===== config.mk =====
export PLATFORM = sky130hd
export DESIGN_NAME = elastic_dff_pipeline
export DESIGN_NICKNAME = d
export VERILOG_FILES = /design/src/rtl/elastic_dff_pipeline_pkg.sv /design/src/rtl/elastic_dff_stage.sv /design/src/rtl/elastic_dff_pipeline.sv
export SDC_FILE = /design/constraint.sdc
export NUM_CORES = 1
export LEC_CHECK = 0
export ABC_CLOCK_PERIOD_IN_PS = 1500
export CAP_MARGIN = 20
export CORE_ASPECT_RATIO = 1.1
export CORE_UTILIZATION = 40
export CTS_CLUSTER_SIZE = 28
export DETAILED_ROUTE_END_ITERATION = 10
export GPL_TIMING_DRIVEN = 1
export PLACE_DENSITY = 0.76
export SLEW_MARGIN = 10
export SYNTH_ARGS = -nofsm -noshare
export SYNTH_HDL_FRONTEND = slang
export SYNTH_SLANG_ARGS = --single-unit
export TNS_END_PERCENT = 30

===== constraint.sdc =====
create_clock -name CLK -period 1.5 [get_ports CLK]
set_input_delay 0.45 -clock CLK [delete_from_list [all_inputs] [get_ports CLK]]
set_output_delay 0.45 -clock CLK [all_outputs]
set_load 0.02 [all_outputs]

===== src/rtl/elastic_dff_pipeline_pkg.sv =====
// Shared defaults and helpers for the elastic register pipeline.
// Occupancy width is derived from the stage count.
package elastic_dff_pipeline_pkg;

  localparam int DEF_WIDTH   = 8;
  localparam int DEF_DEPTH   = 3;
  localparam int DEF_RST_VAL = 0;

  function automatic int occ_w(input int depth);
    return $clog2(depth + 1);
  endfunction

endpackage


===== src/rtl/elastic_dff_stage.sv =====
// One elastic register slot: data plus valid bit.
// Accepts whenever it is empty or its contents move on.
module elastic_dff_stage #(
  parameter int               WIDTH   = 8,
  parameter logic [WIDTH-1:0] RST_VAL = '0
) (
  input  logic             clk,
  input  logic             rst,
  input  logic             sclr,
  input  logic             up_valid,
  input  logic [WIDTH-1:0] up_data,
  input  logic             rdy_down,
  output logic             rdy_up,
  output logic             vld,
  output logic [WIDTH-1:0] data
);

  assign rdy_up = ~vld | rdy_down;

  // slot register: clear wins, data only moves with a valid word
  always_ff @(posedge clk or posedge rst) begin
    if (rst) begin
      vld  <= 1'b0;
      data <= RST_VAL;
    end else if (sclr) begin
      vld  <= 1'b0;
      data <= RST_VAL;
    end else if (rdy_up) begin
      vld <= up_valid;
      if (up_valid) data <= up_data;
    end
  end

endmodule


===== src/rtl/elastic_dff_pipeline.sv =====
// DEPTH-stage elastic register chain with valid/ready
// handshake, bubble collapse and occupancy counter.
module elastic_dff_pipeline
  import elastic_dff_pipeline_pkg::*;
#(
  parameter int               WIDTH   = DEF_WIDTH,
  parameter int               DEPTH   = DEF_DEPTH,
  parameter logic [WIDTH-1:0] RST_VAL = WIDTH'(DEF_RST_VAL),
  localparam int              OW      = occ_w(DEPTH)
) (
  input  logic             CLK,
  input  logic             RST,
  input  logic             SCLR,
  input  logic             IN_VALID,
  output logic             IN_READY,
  input  logic [WIDTH-1:0] IN_DATA,
  output logic             OUT_VALID,
  input  logic             OUT_READY,
  output logic [WIDTH-1:0] OUT_DATA,
  output logic [OW-1:0]    OCCUPANCY
);

  logic [DEPTH:0]   rdy;
  logic [DEPTH-1:0] vld;
  logic [WIDTH-1:0] data [DEPTH];
  logic             in_xfer;
  logic             out_xfer;

  assign rdy[DEPTH] = OUT_READY;

  for (genvar i = 0; i < DEPTH; i++) begin : g_stage
    logic             up_valid;
    logic [WIDTH-1:0] up_data;

    if (i == 0) begin : g_head
      assign up_valid = IN_VALID;
      assign up_data  = IN_DATA;
    end else begin : g_body
      assign up_valid = vld[i-1];
      assign up_data  = data[i-1];
    end

    elastic_dff_stage #(
      .WIDTH   (WIDTH),
      .RST_VAL (RST_VAL)
    ) u_stage (
      .clk      (CLK),
      .rst      (RST),
      .sclr     (SCLR),
      .up_valid (up_valid),
      .up_data  (up_data),
      .rdy_down (rdy[i+1]),
      .rdy_up   (rdy[i]),
      .vld      (vld[i]),
      .data     (data[i])
    );
  end

  // a clearing cycle hides both ends so no handshake completes
  assign IN_READY  = rdy[0] & ~SCLR;
  assign OUT_VALID = vld[DEPTH-1] & ~SCLR;
  assign OUT_DATA  = data[DEPTH-1];

  assign in_xfer  = IN_VALID & IN_READY;
  assign out_xfer = OUT_VALID & OUT_READY;

  // occupancy tracks accepts minus emits
  always_ff @(posedge CLK or posedge RST) begin
    if (RST) begin
      OCCUPANCY <= '0;
    end else if (SCLR) begin
      OCCUPANCY <= '0;
    end else if (in_xfer && !out_xfer) begin
      OCCUPANCY <= OCCUPANCY + OW'(1);
    end else if (!in_xfer && out_xfer) begin
      OCCUPANCY <= OCCUPANCY - OW'(1);
    end
  end

  // counter must mirror the number of live slots
  always @(posedge CLK) begin
    if (!RST) begin
      assert ($countones(vld) == int'(OCCUPANCY));
    end
  end

endmodule


==> flow_metrics.py, run 1 <==
metrics = {
    "yosys": {
        "count_of_warnings_emitted_by_yosys": 0,
        "synth-seq-area-share_pct": 62.0,
        "post_synth_net_total": 107,
        "post_synth_inst_count": 94,
        "syn_area_per_cell_um2": 12.4,
        "seq_cells_post_synth": 29,
        "ys_types": 20,
        "post_synth_instance_area_mm2": 0.00117,
    },
    "sta": {
        "final.min_clock_period_ns": 1.63,
        "worst_slack_ns": -0.126,
        "rsz0062_at_grt": "yes",
        "fin_hold_ws_ns": 0.437,
        "max_freq_mhz": 615,
        "fin_worst_skew_ns": 0.00971,
        "fin_crit_sh_pct": 108,
        "hold_viol": 0,
        "max-slew-margin-rel_pct": 84.6,
        "number_of_pins_with_negative_max_slew_slack_in_the_final_report": 0,
        "max_slew.worst_pin.slew_ns": 0.230,
        "report.final.setup_viol": 2,
    },
    "critical_path": {
        "worstSetupEndpointType": "primary output",
        "crit_type": "reg2out",
        "worstSetupStartpointType": "flip-flop",
        "path_max_fanout": 4,
        "data_arrival_critical_path_ns": 1.18,
        "cp_data_required_time_ns": 1.05,
    },
    "global_routing": {
        "gr-total-overflow": 0,
        "wire_length_of_the_first_global_routing_pass_mm": 3.70,
        "grt_pass1_vias": 864,
        "grt_met3_usage_pct": 4.65,
        "grtUsageTotal_pct": 17.2,
        "grtUsageMet1_pct": 20.4,
        "grtUsageMet2_pct": 25.9,
        "initial_antenna_violation_count": 0,
        "peak_usage_layer_in_the_global_routing_report": "met2",
        "largest_net_degree_at_the_start_of_global_routing": 30,
    },
    "floorplan": {
        "floorplan.die_area_mm2": 0.00315,
        "floorplan.initialDensity_pct": 42.1,
        "dieHeight_um": 58.7,
        "standard_cell_row_count": 20,
        "io_count": 25,
        "chipWidth_um": 53.6,
        "fp.coreArea_mm2": 0.00278,
    },
    "min_path": {
        "hold_path.class": "in2async",
    },
    "route": {
        "routed_length_per_placed_instance_um": 13.5,
        "detailroute.via_count": 880,
        "ant_nets": 0,
        "detailedRoute.firstPassIterationCount": 4,
        "avgViaCountPerCell": 5.06,
        "final_routed_wirelength_across_all_metal_layers_mm": 2.35,
        "detailedRoute.firstIterationViolations": 12,
        "detail_route.drc_violations": 0,
    },
    "pwr": {
        "totalPowerFinal_uw": 1470,
        "leakagePower_uw": 0.000864,
        "vdd_ir_drop_max_mv": 0.576,
        "p_per_area_mw_per_mm2": 888,
    },
    "clocking": {
        "cts-root-buf": "clkbuf_4",
        "clock_sinks": 29,
        "cts_max_path_buffers": 2,
        "cts-hold-fix-buffers": 0,
        "clock_tree_from_tritoncts": "yes",
        "clkSlewWorstSetupHoldPaths_ns": 0.09,
        "tritoncts.num_buffers": 5,
        "cts.htree.levels": 2,
        "worst_skew_pair.late_latency_ns": 0.33,
    },
    "place": {
        "gp_routability_congestion": 0.694,
        "dpl_cell_area_mm2": 0.00157,
        "io_buffer_count": 24,
    },
    "run_status": {
        "run_status": "complete, but fails checks",
        "failing_checks": "setup timing",
    },
    "finish": {
        "synthToLayoutAreaGrowth_pct": 41.2,
        "fraction_of_final_layout_cells_with_drive_strength_greater_than_1_pct": 29.1,
        "finish.net_count": 153,
        "antennaDiodeCount": 0,
        "post-route-cell-area_mm2": 0.00165,
    },
    "job": {
        "cap_viol_max_count": 0,
    },
}
[cell usage after synthesis]
| cell type | n | area share (%) |
|---|---|---|
| a21o_1 | 1 | 0.64 |
| a21oi_1 | 2 | 0.86 |
| a21oi_2 | 3 | 2.2 |
| a22o_1 | 16 | 12 |
| and3_1 | 1 | 0.54 |
| buf_1 | 1 | 0.32 |
| buf_4 | 1 | 0.64 |
| clkbuf_1 | 1 | 0.32 |
| dfrtp_1 | 29 | 62 |
| inv_1 | 3 | 0.96 |
| mux2_1 | 1 | 0.96 |
| mux2i_1 | 9 | 7.7 |
| nand2_1 | 2 | 0.64 |
| nand2b_1 | 2 | 1.1 |
| nand3b_1 | 1 | 0.64 |
| nand4b_1 | 1 | 0.75 |
| nor2_1 | 14 | 4.5 |
| nor2b_1 | 4 | 2.1 |
| o21ai_0 | 1 | 0.43 |
| o31ai_1 | 1 | 0.64 |
[metal layers]
layer	up-vias	part of all wire (%)	wire length, um
met5	-	0	0
met4	0	3.4	80
met3	10	4.2	98
met2	21	49	1140
met1	418	44	1030
li1	431	-	-
[placed cells by master (no fill, tap or decap), types with 3 or more instances in the layout]
| cell type | synthesis | layout |
|---|---|---|
| a21oi_2 | 3 | 3 |
| a22o_1 | 16 | 16 |
| buf_4 | 1 | 15 |
| buf_6 | 0 | 3 |
| clkbuf_2 | 0 | 6 |
| clkbuf_4 | 0 | 5 |
| clkdlybuf4s15_1 | 0 | 4 |
| clkdlybuf4s50_1 | 0 | 10 |
| dfrtp_1 | 29 | 29 |
| inv_1 | 3 | 3 |
| mux2i_1 | 9 | 9 |
| nor2_1 | 14 | 13 |
[area by class of cell]
class                           count  area (um2)
Clock buffer                        6        41.3
Multi-Input combinational cell     59         448
Timing Repair Buffer               42         374
Sequential cell                    29         726
Clock inverter                      2        10.0
Inverter                            3        11.3
Tap cell                           33        41.3
Fill cell                         239        1130
[power by group]
group / leakage, uW / switching [uW] / internal, uW / total (uW)
Sequential: 0.000395 / 17.2 / 808 / 825
Clock: 0.0000320 / 270 / 178 / 448
Combinational: 0.000437 / 90.5 / 104 / 195
[worst paths after layout]
check / end / cells past startpoint / startpoint / slack, ns
min in group CLK: g_stage[1].u_stage.data[0] / 1 / g_stage[0].u_stage.data[0] / 0.51
setup / recovery: IN_READY / 3 / g_stage[1].u_stage.vld / -0.13
hold / removal: g_stage[1].u_stage.data[2] / 3 / RST / 0.44
hold reg to reg: g_stage[1].u_stage.data[0] / 1 / g_stage[0].u_stage.data[0] / 0.51
max in group asynchronous: OCCUPANCY[0] / 3 / RST / 0.89
setup reg to reg: OCCUPANCY[1] / 5 / g_stage[2].u_stage.vld / 0.05
[stage by stage]
step	cells	worst slack, ns	TNS (ns)	util [%]
floorplan	94	0.0857	0	-
global placement	163	-0.728	-8.32	56.7
detailed placement	163	-0.790	-9.93	56.7
CTS	174	-0.134	-0.217	59.1
global route	174	-0.197	-0.324	59.5
finish	174	-0.126	-0.212	59.5
[state kept, by name, indices dropped and copies added, names as in the netlist]
signal / cells
OCCUPANCY: 2
g_stage.u_stage.data: 24
g_stage.u_stage.vld: 3
[critical path, stage by stage (launching register included)]
cell	delay (ns)
dfrtp_1	0.43
nand4b_1	0.14
nor2b_4	0.16
buf_6	0.12
[what timing repair did]
item	4_1_cts	5_1_grt
pin swaps	1	3
resized for setup	28	20
endpoints found under the setup margin	21	28
buffers inserted	3	2
[cell families (layout without fill, tap and decap cells)]
kind of cell	after synthesis	in the layout	synth area share, %
multiplexers	10	10	8.66
AO/OA/AOI/OAI	24	24	16.8
flip-flops	29	29	62.0
buffers and inverters	6	53	2.25
AND/OR/NAND/NOR	25	25	10.3
Note: power is estimated with default switching activity, not from simulation.
==> run 2, diff against run 1 <==
- CTS_BUF_LIST: not set -> sky130_fd_sc_hd__clkbuf_2 sky130_fd_sc_hd__clkbuf_4 sky130_fd_sc_hd__clkbuf_8
- GPL_TIMING_DRIVEN: 1 -> 0
- HOLD_SLACK_MARGIN: not set -> 0.1
==> run 2 against run 1 <==
  * Setup slack improved by 0.040 ns
  * The run still ends with setup timing left
  * Routed wire length fell by 8.3%
  * Final area fell by 3.6%
  * Sequential share of layout area rose by 1.7 points
  * Clock power rose by 50%
  * Global-route usage barely moved
  * Highest routed layer unchanged
  * Sequential power barely moved
  * Final cell count fell by 5.2%
  * Worst hold slack improved by 0.028 ns
  * Count of clock-buffer cells in the layout rose by 1
  * Total power rose by 13%
  * First-iteration DRC count rose by 110%
==> flow_metrics.py, run 2 (synthesis gave the netlist of run 1 again) <==
metrics = {
    "run_status": {
        "run_status": "complete, but fails checks",
        "failing_checks": "setup timing",
    },
    "place": {
        "gp_routability_congestion": 0.683,
        "hpwlAfterDp_mm": 1.52,
        "dpl_cell_area_mm2": 0.00145,
        "dp_slack_ns": -0.905,
        "io_buffer_count": 24,
    },
    "pwr": {
        "clock_power_share_pct": 40.3,
        "switchingPower_uw": 356,
        "power_switching_share_pct": 21.4,
        "power_frac_seq_pct": 49.6,
        "vdd_ir_drop_max_mv": 0.674,
        "p_per_area_mw_per_mm2": 1050,
        "leakagePower_uw": 0.000827,
        "comb_power_share_pct": 10.1,
        "internal-power_uw": 1310,
    },
    "critical_path": {
        "critPathTopFamily": "flip-flops",
        "path_max_fanout": 3,
        "crit_chain": "nand4b_1, nor2b_4, buf_6",
        "ff2ff_path_depth": 5,
        "cp_data_required_time_ns": 1.05,
        "worstSetupStartpointType": "flip-flop",
        "reg2reg_from": "g_stage[2].u_stage.vld",
        "critical-path-slowest-cell": "dfrtp_1",
        "worstSetupEndpointType": "primary output",
        "data_arrival_critical_path_ns": 1.14,
        "critical-path-max-stage-delay_ns": 0.41,
        "regToRegSetupSlack_ns": 0.04,
        "crit_type": "reg2out",
        "reg2reg_to": "OCCUPANCY[1]",
        "crit_buf_inv": 1,
    },
    "clocking": {
        "cts-root-buf": "clkbuf_4",
        "worst_skew_pair.late_latency_ns": 0.32,
        "cts.htree.levels": 2,
        "clkSlewWorstSetupHoldPaths_ns": 0.09,
        "cts_max_path_buffers": 2,
        "clock_sinks": 29,
        "clock_tree_from_tritoncts": "yes",
        "tritoncts.num_buffers": 5,
    },
    "sta": {
        "fin_worst_skew_ns": 0.0141,
        "max_freq_mhz": 630,
        "hold_viol": 0,
        "fin_hold_ws_ns": 0.465,
        "final.min_clock_period_ns": 1.59,
        "rsz0062_at_grt": "yes",
        "fin_crit_sh_pct": 106,
        "report.final.setup_viol": 1,
        "final.setup.tns_ns": -0.0862,
        "max_slew.worst_pin.slew_ns": 0.561,
        "max-slew-margin-rel_pct": 62.6,
        "worst_slack_ns": -0.0862,
        "number_of_pins_with_negative_max_slew_slack_in_the_final_report": 0,
    },
    "global_routing": {
        "initial_antenna_violation_count": 0,
        "grt_pass1_vias": 849,
        "gr-total-overflow": 0,
        "largest_net_degree_at_the_start_of_global_routing": 30,
        "grtUsageTotal_pct": 17.2,
        "wire_length_of_the_first_global_routing_pass_mm": 3.75,
    },
    "floorplan": {
        "floorplan.die_area_mm2": 0.00315,
        "io_count": 25,
        "fp.coreArea_mm2": 0.00278,
        "dieHeight_um": 58.7,
        "chipWidth_um": 53.6,
        "floorplan.initialDensity_pct": 42.1,
        "standard_cell_row_count": 20,
    },
    "finish": {
        "post-route-util_pct": 57.3,
        "reg.largest.list": "g_stage.u_stage.data: 24 flops, g_stage.u_stage.vld: 3 flops, OCCUPANCY: 2 flops",
        "fraction_of_final_layout_cells_with_drive_strength_greater_than_1_pct": 25.8,
        "largest_register_ff_count": 24,
        "final_common_cell": "dfrtp_1",
        "antennaDiodeCount": 0,
        "post-route-cell-area_mm2": 0.00159,
        "synthToLayoutAreaGrowth_pct": 36.0,
        "finish.net_count": 144,
        "largest_register": "g_stage.u_stage.data",
        "mostFrequentLayoutCells": "29 x dfrtp_1, 16 x a22o_1, 12 x nor2_1, 9 x mux2i_1, 9 x clkdlybuf4s50_1",
    },
    "route": {
        "detailedRoute.firstIterationViolations": 25,
        "avgViaCountPerCell": 4.97,
        "detailroute.via_count": 820,
        "routed_length_per_placed_instance_um": 13.1,
        "detailedRoute.firstPassIterationCount": 2,
        "detail_route.drc_violations": 0,
        "ant_nets": 0,
        "final_routed_wirelength_across_all_metal_layers_mm": 2.15,
    },
    "job": {
        "cap_viol_max_count": 0,
    },
    "min_path": {
        "hold_path.class": "in2async",
    },
}
-- run 2: how the worst max path moves through the flow --
| stage | end | depth (start not counted) | slack [ns] | from |
|---|---|---|---|---|
| after floorplan | IN_READY | 2 | 0.09 | OUT_READY |
| after global placement | IN_READY | 4 | -0.91 | SCLR |
| after detailed placement | IN_READY | 4 | -0.90 | OUT_READY |
| after CTS | IN_READY | 3 | -0.14 | g_stage[2].u_stage.vld |
| after global routing | IN_READY | 3 | -0.15 | g_stage[2].u_stage.vld |
| final | IN_READY | 3 | -0.09 | g_stage[2].u_stage.vld |
-- run 2: timing repair --
item,CTS,global route
gates resized for setup,38,16
setup buffers,4,1
setup endpoints to repair,39,27
pin swaps,0,2
hold buffers,0,0
-- run 2: cell type report --
class                   count  area [um2]
plain buffers               3        25.0
clock buffers               7        58.8
flip-flops and latches     29         726
clock inverters             1        30.0
inverters                   3        11.3
repair buffers             30         264
fillers                   225        1190
well taps                  33        41.3
multi-input cells          59         435
-- run 2: metal layers --
layer  vias up  part of all wire, %  GRT usage [%]
met5         -                    0              0
met4         0                  1.6           8.65
met3         4                  5.1           6.46
met2        18                   48           26.8
met1       390                   45           20.5
li1        408                    -              -
-- run 2: power by group through the flow --
stage | Sequential (uW) | Combinational, uW | Clock (uW)
global route | 829 | 185 | 727
finish | 826 | 167 | 671
CTS | 826 | 155 | 692
floorplan | 845 | 77.6 | 0
global placement | 842 | 145 | 0
detailed placement | 844 | 150 | 0
-- run 2: stage by stage --
step / power [uW] / std cells
CTS: 1670 / 163
global route: 1740 / 165
floorplan: 923 / 94
finish: 1660 / 165
global placement: 987 / 151
detailed placement: 994 / 151
